**src/rtl/alu_sequencer_pkg.sv**
```systemverilog
// Shared opcode and FSM state definitions for the ALU sequencer and its combinational core.
package alu_sequencer_pkg;
  localparam logic [3:0] OP_AND  = 4'h0;
  localparam logic [3:0] OP_NAND = 4'h1;
  localparam logic [3:0] OP_OR   = 4'h2;
  localparam logic [3:0] OP_NOR  = 4'h3;
  localparam logic [3:0] OP_XOR  = 4'h4;
  localparam logic [3:0] OP_XNOR = 4'h5;
  localparam logic [3:0] OP_NOT  = 4'h6;
  localparam logic [3:0] OP_SHL  = 4'h7;
  localparam logic [3:0] OP_ADD  = 4'h8;
  localparam logic [3:0] OP_SUB  = 4'h9;
  localparam logic [3:0] OP_MULT = 4'hA;

  typedef enum logic [1:0] {
    ST_IDLE = 2'd0,
    ST_EXEC = 2'd1,
    ST_MULT = 2'd2,
    ST_RESP = 2'd3
  } state_t;
endpackage

```
**src/rtl/alu_sequencer_core.sv**
```systemverilog
// Combinational W-bit ALU: (op, x, y, cin) -> (out, cout). Holds no state.
module alu_core_4b
  import alu_sequencer_pkg::*;
#(
  parameter int W = 4
) (
  input  logic [3:0]   op,
  input  logic [W-1:0] x,
  input  logic [W-1:0] y,
  input  logic         cin,
  output logic [W-1:0] out,
  output logic         cout
);
  logic [W:0]     sum;
  logic [2*W-1:0] sh;

  // sub is x + ~y + cin, so cin=1 gives a plain two's-complement subtract
  assign sum = {1'b0, x} + {1'b0, (op == OP_SUB) ? ~y : y} + {{W{1'b0}}, cin};
  // bit W of the widened shift is the last bit pushed out; 0 when the amount is 0
  assign sh  = {{W{1'b0}}, x} << y[1:0];

  always_comb begin
    out  = '0;
    cout = 1'b0;
    case (op)
      OP_AND:  out = x & y;
      OP_NAND: out = ~(x & y);
      OP_OR:   out = x | y;
      OP_NOR:  out = ~(x | y);
      OP_XOR:  out = x ^ y;
      OP_XNOR: out = ~(x ^ y);
      OP_NOT:  out = ~x;
      OP_SHL:  begin out = sh[W-1:0]; cout = sh[W]; end
      OP_ADD,
      OP_SUB:  begin out = sum[W-1:0]; cout = sum[W]; end
      default: begin out = '0; cout = 1'b0; end
    endcase
  end
endmodule

```
**src/rtl/alu_sequencer.sv**
```systemverilog
// Valid/ready command sequencer around alu_core_4b: sticky carry, shift-add multiply,
// registered response held until consumed.
module alu_sequencer
  import alu_sequencer_pkg::*;
#(
  parameter int W        = 4,
  parameter int MULT_CYC = W
) (
  input  logic           clk,
  input  logic           rst_n,
  input  logic           req_valid,
  output logic           req_ready,
  input  logic [3:0]     req_op,
  input  logic [W-1:0]   req_x,
  input  logic [W-1:0]   req_y,
  input  logic           req_use_carry,
  output logic           rsp_valid,
  input  logic           rsp_ready,
  output logic [2*W-1:0] rsp_result,
  output logic           rsp_cout,
  output logic           rsp_err,
  output logic           busy
);
  localparam int CW = (MULT_CYC > 1) ? $clog2(MULT_CYC) : 1;

  typedef struct packed {
    logic [3:0]   op;
    logic [W-1:0] x;
    logic [W-1:0] y;
    logic         use_carry;
  } cmd_t;

  state_t         state;
  cmd_t           cmd;
  logic [CW-1:0]  cnt;
  logic [2*W-1:0] prod, prod_nxt;
  logic           carry_flag, cin;
  logic [W-1:0]   core_out;
  logic           core_cout;

  assign cin      = cmd.use_carry ? carry_flag : (cmd.op == OP_SUB);
  assign prod_nxt = prod + (cmd.y[cnt] ? ({{W{1'b0}}, cmd.x} << cnt) : '0);

  alu_core_4b #(.W(W)) u_core (
    .op(cmd.op), .x(cmd.x), .y(cmd.y), .cin(cin), .out(core_out), .cout(core_cout)
  );

  always_ff @(posedge clk or negedge rst_n) begin
    if (!rst_n) begin
      state      <= ST_IDLE;
      cmd        <= '0;
      cnt        <= '0;
      prod       <= '0;
      carry_flag <= 1'b0;
      req_ready  <= 1'b0;
      rsp_valid  <= 1'b0;
      rsp_result <= '0;
      rsp_cout   <= 1'b0;
      rsp_err    <= 1'b0;
      busy       <= 1'b0;
    end else begin
      case (state)
        ST_IDLE: begin
          req_ready <= 1'b1;
          if (req_valid && req_ready) begin
            cmd       <= '{op: req_op, x: req_x, y: req_y, use_carry: req_use_carry};
            req_ready <= 1'b0;
            busy      <= 1'b1;
            if (req_op <= OP_SUB) begin
              state <= ST_EXEC;
            end else if (req_op == OP_MULT) begin
              state <= ST_MULT;
              cnt   <= '0;
              prod  <= '0;
            end else begin
              state      <= ST_RESP;
              rsp_valid  <= 1'b1;
              rsp_result <= '0;
              rsp_cout   <= 1'b0;
              rsp_err    <= 1'b1;
            end
          end
        end
        ST_EXEC: begin
          rsp_result <= {{W{1'b0}}, core_out};
          rsp_cout   <= core_cout;
          rsp_err    <= 1'b0;
          rsp_valid  <= 1'b1;
          state      <= ST_RESP;
          if (cmd.op == OP_ADD || cmd.op == OP_SUB || cmd.op == OP_SHL)
            carry_flag <= core_cout;
        end
        ST_MULT: begin
          prod <= prod_nxt;
          cnt  <= cnt + 1'b1;
          if (cnt == CW'(MULT_CYC - 1)) begin
            rsp_result <= prod_nxt;
            rsp_cout   <= 1'b0;
            rsp_err    <= 1'b0;
            rsp_valid  <= 1'b1;
            state      <= ST_RESP;
          end
        end
        ST_RESP: begin
          if (rsp_ready) begin
            rsp_valid <= 1'b0;
            req_ready <= 1'b1;
            busy      <= 1'b0;
            state     <= ST_IDLE;
          end
        end
        default: state <= ST_IDLE;
      endcase
    end
  end
endmodule

```
**config.mk**
```make
export PLATFORM = sky130hd
export DESIGN_NAME = alu_sequencer
export DESIGN_NICKNAME = d
export VERILOG_FILES = /design/src/rtl/alu_sequencer_pkg.sv /design/src/rtl/alu_sequencer_core.sv /design/src/rtl/alu_sequencer.sv
export SDC_FILE = /design/constraint.sdc
export NUM_CORES = 1
export LEC_CHECK = 0
export BUFFER_PORTS_ARGS = -buffer_cell sky130_fd_sc_hd__buf_2
export CORE_AREA = 3 3 73 75
export CTS_CLUSTER_DIAMETER = 200
export DETAILED_ROUTE_END_ITERATION = 8
export DIE_AREA = 0 0 76 78
export HOLD_SLACK_MARGIN = 0.02
export PLACE_DENSITY = 0.91
export SYNTH_ARGS = -nofsm -noshare
export SYNTH_HDL_FRONTEND = slang
export SYNTH_SLANG_ARGS = --single-unit
```
**constraint.sdc**
```tcl
create_clock -name clk -period 4.05 [get_ports clk]
set_input_delay 0 -clock clk [delete_from_list [all_inputs] [get_ports clk]]
set_output_delay 0 -clock clk [all_outputs]
set_load 0.02 [all_outputs]
```
==> Yosys cells after proc, flatten, opt, wreduce, memory -nomap -nowiden <==
Index checks and enable logic that the tools add are counted.
{ "totals": {"register_bits": 39, "input_bits": 17, "out_inout_bits": 13, "wordCells": 110} }
{ "op_classes": {"n_addsub": 4, "order_cmp": 2, "n_eq_ne": 20, "shift": 2, "muxes": 43, "bitwise_logic": 8, "reduce_logical": 17} }
{ "ops": {"columns": ["op", "count"], "rows": [
  ["8-bit 2-to-1 mux", 8],
  ["4-bit one-hot mux with 9 select lines", 1],
  ["8-bit one-hot mux with 3 select lines", 1],
  ["4-bit NOT", 5],
  ["4-bit by 3-bit equality test with 1-bit output (second input constant)", 4],
  ["8-bit one-hot mux with 2 select lines", 1],
  ["1-bit 2-to-1 mux", 15],
  ["2-bit 2-to-1 mux", 7],
  ["4-bit equality test (second input constant)", 3],
  ["2-bit != test (second input constant)", 6],
  ["5-bit AND reduction", 2],
  ["8-bit adder", 1],
  ["4-bit by 2-bit equality test with 1-bit output (second input constant)", 2],
  ["2-bit one-hot mux with 4 select lines", 1],
  ["4-bit by 2-bit left shift with 8-bit output", 1],
  ["2-bit equality test (second input constant)", 3],
  ["1-bit one-hot mux with 2 select lines", 3],
  ["1-bit one-hot mux with 3 select lines", 2],
  ["2-bit AND reduction", 3],
  ["3-bit AND reduction", 2],
  ["4-bit by 4-bit adder with 5-bit output", 1],
  ["5-bit by 1-bit adder with 5-bit output", 1],
  ["4-bit by 2-bit left shift with 5-bit output", 1],
  ["4-bit AND", 1],
  ["other kinds (19)", 21]
]} }

==> Depth between registers and ports, before layout <==
{ "logic_depth": {"depth_word": 6, "ltp_mapped": 13, "mapped_depth_nobuf": 11} }

==> Hierarchy <==
Synthesis repeated with hierarchy kept, for this count alone.
{ "hier_totals": {"hier_cells": 324, "hier_area_um2": 3017.9} }
{ "modules_own_cells": {"columns": ["module", "n_inst", "cells_each", "area_each_um2", "seq_area_each_um2"], "rows": [
  ["alu_sequencer", 1, 212, 2155.8, 975.9],
  ["alu_core_4b", 1, 112, 862.1, 0.0]
]} }

==> Least setup slack after synthesis <==
Ideal clock, no wire load.
{ "synth_path": {"path_kind": "reg-to-reg", "from": "register cmd[11] (netlist bit)", "to": "register rsp_result[2]", "setup_ns": 0.127, "arrival_time_ns": 2.670, "t_required_ns": 3.923, "setup_slack_ns": 1.253, "path_stages_with_launch": 13, "n_path_buf": 2, "synth_period_minus_slack_ns": 2.797, "path_cell_list": "dfrtp_1 > buf_6 > nor2_2 > and2_1 > and2_1 > buf_2 > xnor2_1 > fa_1 > fa_1 > xnor2_1 > a221o_1 > a221oi_2 > o31ai_1"} }
{ "synth_via": {"elab_chain_cells": 6, "word_cells_on_any_way": 17, "classes_between": "add/sub: 2; eq/ne: 9; mux: 4; reduce/logical: 2"} }
{ "synth_rtl": {"columns": ["item", "line_no", "source"], "rows": [
  ["start: declaration", "alu_sequencer.sv:34", "cmd_t cmd;"],
  ["start signal: assignment", "alu_sequencer.sv:66", "cmd <= '{op: req_op, x: req_x, y: req_y, use_carry: req_use_carry};"],
  ["4-bit equality test", "alu_sequencer_core.sv:18, alu_sequencer_core.sv:25, alu_sequencer.sv:41", null],
  ["4-bit 2-to-1 mux", "alu_sequencer_core.sv:18", "assign sum = {1'b0, x} + {1'b0, (op == OP_SUB) ? ~y : y} + {{W{1'b0}}, cin};"],
  ["4-bit by 4-bit adder with 5-bit output", "alu_sequencer_core.sv:18", null],
  ["5-bit by 1-bit adder with 5-bit output", "alu_sequencer_core.sv:18", null],
  ["4-bit one-hot mux with 9 select lines (*)", "alu_sequencer_core.sv:25", "case (op)"],
  ["8-bit one-hot mux with 3 select lines (*)", "alu_sequencer.sv:62", "case (state)"],
  ["end signal: assignment", "alu_sequencer.sv:85", "rsp_result <= {{W{1'b0}}, core_out};"],
  ["end signal: assignment", "alu_sequencer.sv:97", "rsp_result <= prod_nxt;"],
  ["end: declaration", "alu_sequencer.sv:19", "output logic [2*W-1:0] rsp_result,"]
]} }
Every way passes the cells marked *; elsewhere a longest branch is shown, timed or not.
A chain may end at the register's enable or synchronous reset.

==> Final worst setup path <==
Ends and elaborated chain as after synthesis.

==> flow_metrics.tcl <==
set metrics [dict create \
    result_of_the_run "completed" \
    vias_per_cell 5.95 \
    dpl.hpwl_mm 5.37 \
    final_nets 416 \
    maxSlewViolCount 0 \
    synthCells 337 \
    port-buffer-count 29 \
    dr_wl_cell_um 16.4 \
    power-per-cell-area_nw_per_um2 826 \
    detailroute.via_count 2612 \
    clk_pin_slew_ns 0.09 \
    period_share 0.809 \
    endpoint_kind "register" \
    layout.filler_cells 336 \
    fp.dieW_um 76 \
    timing.setup.tns_ns 0 \
    grt_setup_unrepaired "false" \
    r2r.worst_path.cells 10 \
    drtAntennaViolNets 0 \
    timing.hold.worst_endpoint "busy" \
    synth-edff-count 0 \
    global_route.usage.total 0.254 \
    min_path_type "primary input to register" \
    critPathMaxFanout 17 \
    summed_area_of_non_filler_cells_in_the_final_layout_um2 3430 \
    grt_first_pass_wirelength_mm 12.1 \
    ys_async_sr_fraction 1.00 \
    critical_path_class "register to register" \
    postSynthAreaPerCell_um2 8.97 \
    vias_in_the_first_global_route 2539 \
    fp-row-count 25 \
    pre_cts_slack_ns 0.829 \
    slew_headroom 0.406 \
    antenna-diode-count 0 \
    max_slew.worst_pin.slew_ns 0.891 \
    placement.cell_area_um2 3160 \
    grt_antenna_before_repair 0 \
    min_from "req_valid" \
    maxCapViolCount 0 \
    place.gp.congestion 0.931 \
    route.detailed.drc 0 \
    ys_ff_latch 39 \
    globalRoute.totalOverflow 0 \
    reg2reg_setup_slack_ns 0.77 \
    finalHoldViolations 0 \
    initial_standard_cell_utilization_of_the_core 0.640 \
    timing.final.ws_setup_ns 0.773 \
    layout-area-overhead-vs-synth_pct 13.4 \
    final_core_util 0.726 \
    setup_viol 0 \
    cp_data_arrival_time_ns 3.46 \
    post_synth_num_cell_types 66 \
    fin_worst_skew_ns 0.0181 \
    r2r-start "cmd[11]" \
    synth.cell_area_um2 3020 \
    worstSetupStartpointType "register" \
    routed_wirelength_mm 7.19 \
    dr.first_iter.drc_count 156 \
    clock_path_buffers 2 \
    die_h_um 78 \
    grt_max_degree 40 \
    cts.repair_timing.setup_buffer_count 0 \
    io_pins 30 \
    synthFlopType "dfrtp_1" \
    cts.sinks 39 \
    power_leakage_nw 1.60 \
    ys_warnings 0 \
    maximum_vdd_drop_mv 0.543 \
    die_area_um2 5930 \
    holdPathStages 4 \
    crit-reg2reg-capture "rsp_result[2]" \
    mappedNetlistNets 382 \
    finalWorstPathRequiredPeriod_ns 3.28 \
    sequential_fraction_of_the_synthesis_area 0.323 \
    maxClockFrequency_mhz 305 \
    numCtsBuffers 5 \
    drive_above_1_share 0.167 \
    cts-htree-levels 2 \
    cts_tree "yes" \
    ctsRootBufferMaster "clkbuf_8" \
    placeableCoreArea_um2 4720 \
    cp.required_ns 4.23 \
    cts_resized 0 \
    postCtsHoldBufs 15 \
    dr_pass1_iterations 5 \
    worstSkewPairLatency_ns 0.30 \
]
stage by stage:
step	hold slack, ns	power (mW)	std cells
6_report	0.161	2.83	439
5_1_grt	0.220	3.06	439
3_3_place_gp	0.159	2.39	416
3_5_place_dp	0.166	2.45	416
4_1_cts	0.158	2.81	439
2_1_floorplan	-0.296	2.07	337
cell usage after synthesis, drive strengths merged, types with 5 or more instances:
library cell / count / area [µm²]
nand2: 48 / 180
dfrtp: 39 / 976
o21ai: 37 / 185
ha: 25 / 313
inv: 20 / 75.1
nor2: 18 / 70.1
mux2: 14 / 158
a21oi: 13 / 65.1
buf: 13 / 73.8
mux2i: 11 / 110
nand3: 8 / 45.0
nor2b: 8 / 57.6
and2: 7 / 43.8
xnor2: 7 / 68.8
a221oi: 5 / 50.0
cells by family after synthesis:
group                      share of synthesized area
AOI/OAI and AO/OA                              0.188
xor gates and xnor gates                      0.0344
adders and majority gates                      0.123
buffers and inverters                         0.0542
DFF                                            0.323
muxes                                         0.0961
and+or+nand+nor                                0.181
worst max-delay path, cell delays in order, from the launching register on:
cell,delay (ns)
dfrtp_1,0.59
nor2_2,0.28
and2_1,0.23
and2_1,0.33
xnor2_1,0.14
fa_1,0.44
fa_1,0.42
xnor2_1,0.15
a221o_1,0.30
a221oi_2,0.18
o31ai_1,0.10
cell usage in the layout, fill, tap and decap left out, types with 4 or more instances in the layout:
cell type,instances
a21oi_1,13
a221oi_1,4
and2_1,7
buf_2,29
clkbuf_8,5
dfrtp_1,39
dlygate4sd3_1,15
ha_1,25
inv_1,18
mux2_2,13
mux2i_1,11
nand2_1,48
nand3_1,7
nor2_1,17
nor2b_1,7
nor3_1,4
o21ai_0,24
o21ai_1,13
o31ai_1,4
xnor2_1,6
xor2_1,4
flip-flops by register name, summed over array words and instances, names as in the netlist:
name / count
busy: 1
carry_flag: 1
cmd: 13
cnt: 2
prod: 8
req_ready: 1
rsp_cout: 1
rsp_err: 1
rsp_result: 8
rsp_valid: 1
state: 2
per-layer routing:
metal	up-vias	share of wire	GRT usage
met5	-	0	0
met4	0	0.019	0.0707
met3	14	0.045	0.0441
met2	87	0.48	0.436
met1	1253	0.45	0.333
li1	1258	-	-
how the worst max path moves through the flow:
stage | depth (start not counted) | end | slack (ns) | start
after detailed placement | 10 | rsp_result[2] | 0.83 | cmd[11]
after CTS | 10 | rsp_result[2] | 0.80 | cmd[11]
final | 10 | rsp_result[2] | 0.77 | cmd[11]
after floorplan | 12 | rsp_result[2] | 1.25 | cmd[11]
after global routing | 10 | rsp_result[2] | 0.56 | cmd[11]
after global placement | 10 | rsp_result[2] | 0.94 | cmd[11]
report_power, final:
part           leakage [nW]  internal (mW)  switching, mW
sequential            0.495          0.541          0.287
clock                0.0548          0.186          0.153
combinational          1.05          0.722          0.943
area by class of cell:
type,count,area [µm²],share of cell area
clock inverters,3,46.3,0.0135
flip-flops and latches,39,976,0.285
multi-input cells,261,1880,0.549
inverters,20,75.1,0.0219
clock buffers,5,68.8,0.0201
well taps,67,83.8,0.0245
repair buffers,44,295,0.0862
Power figures use the tool's default switching activity.
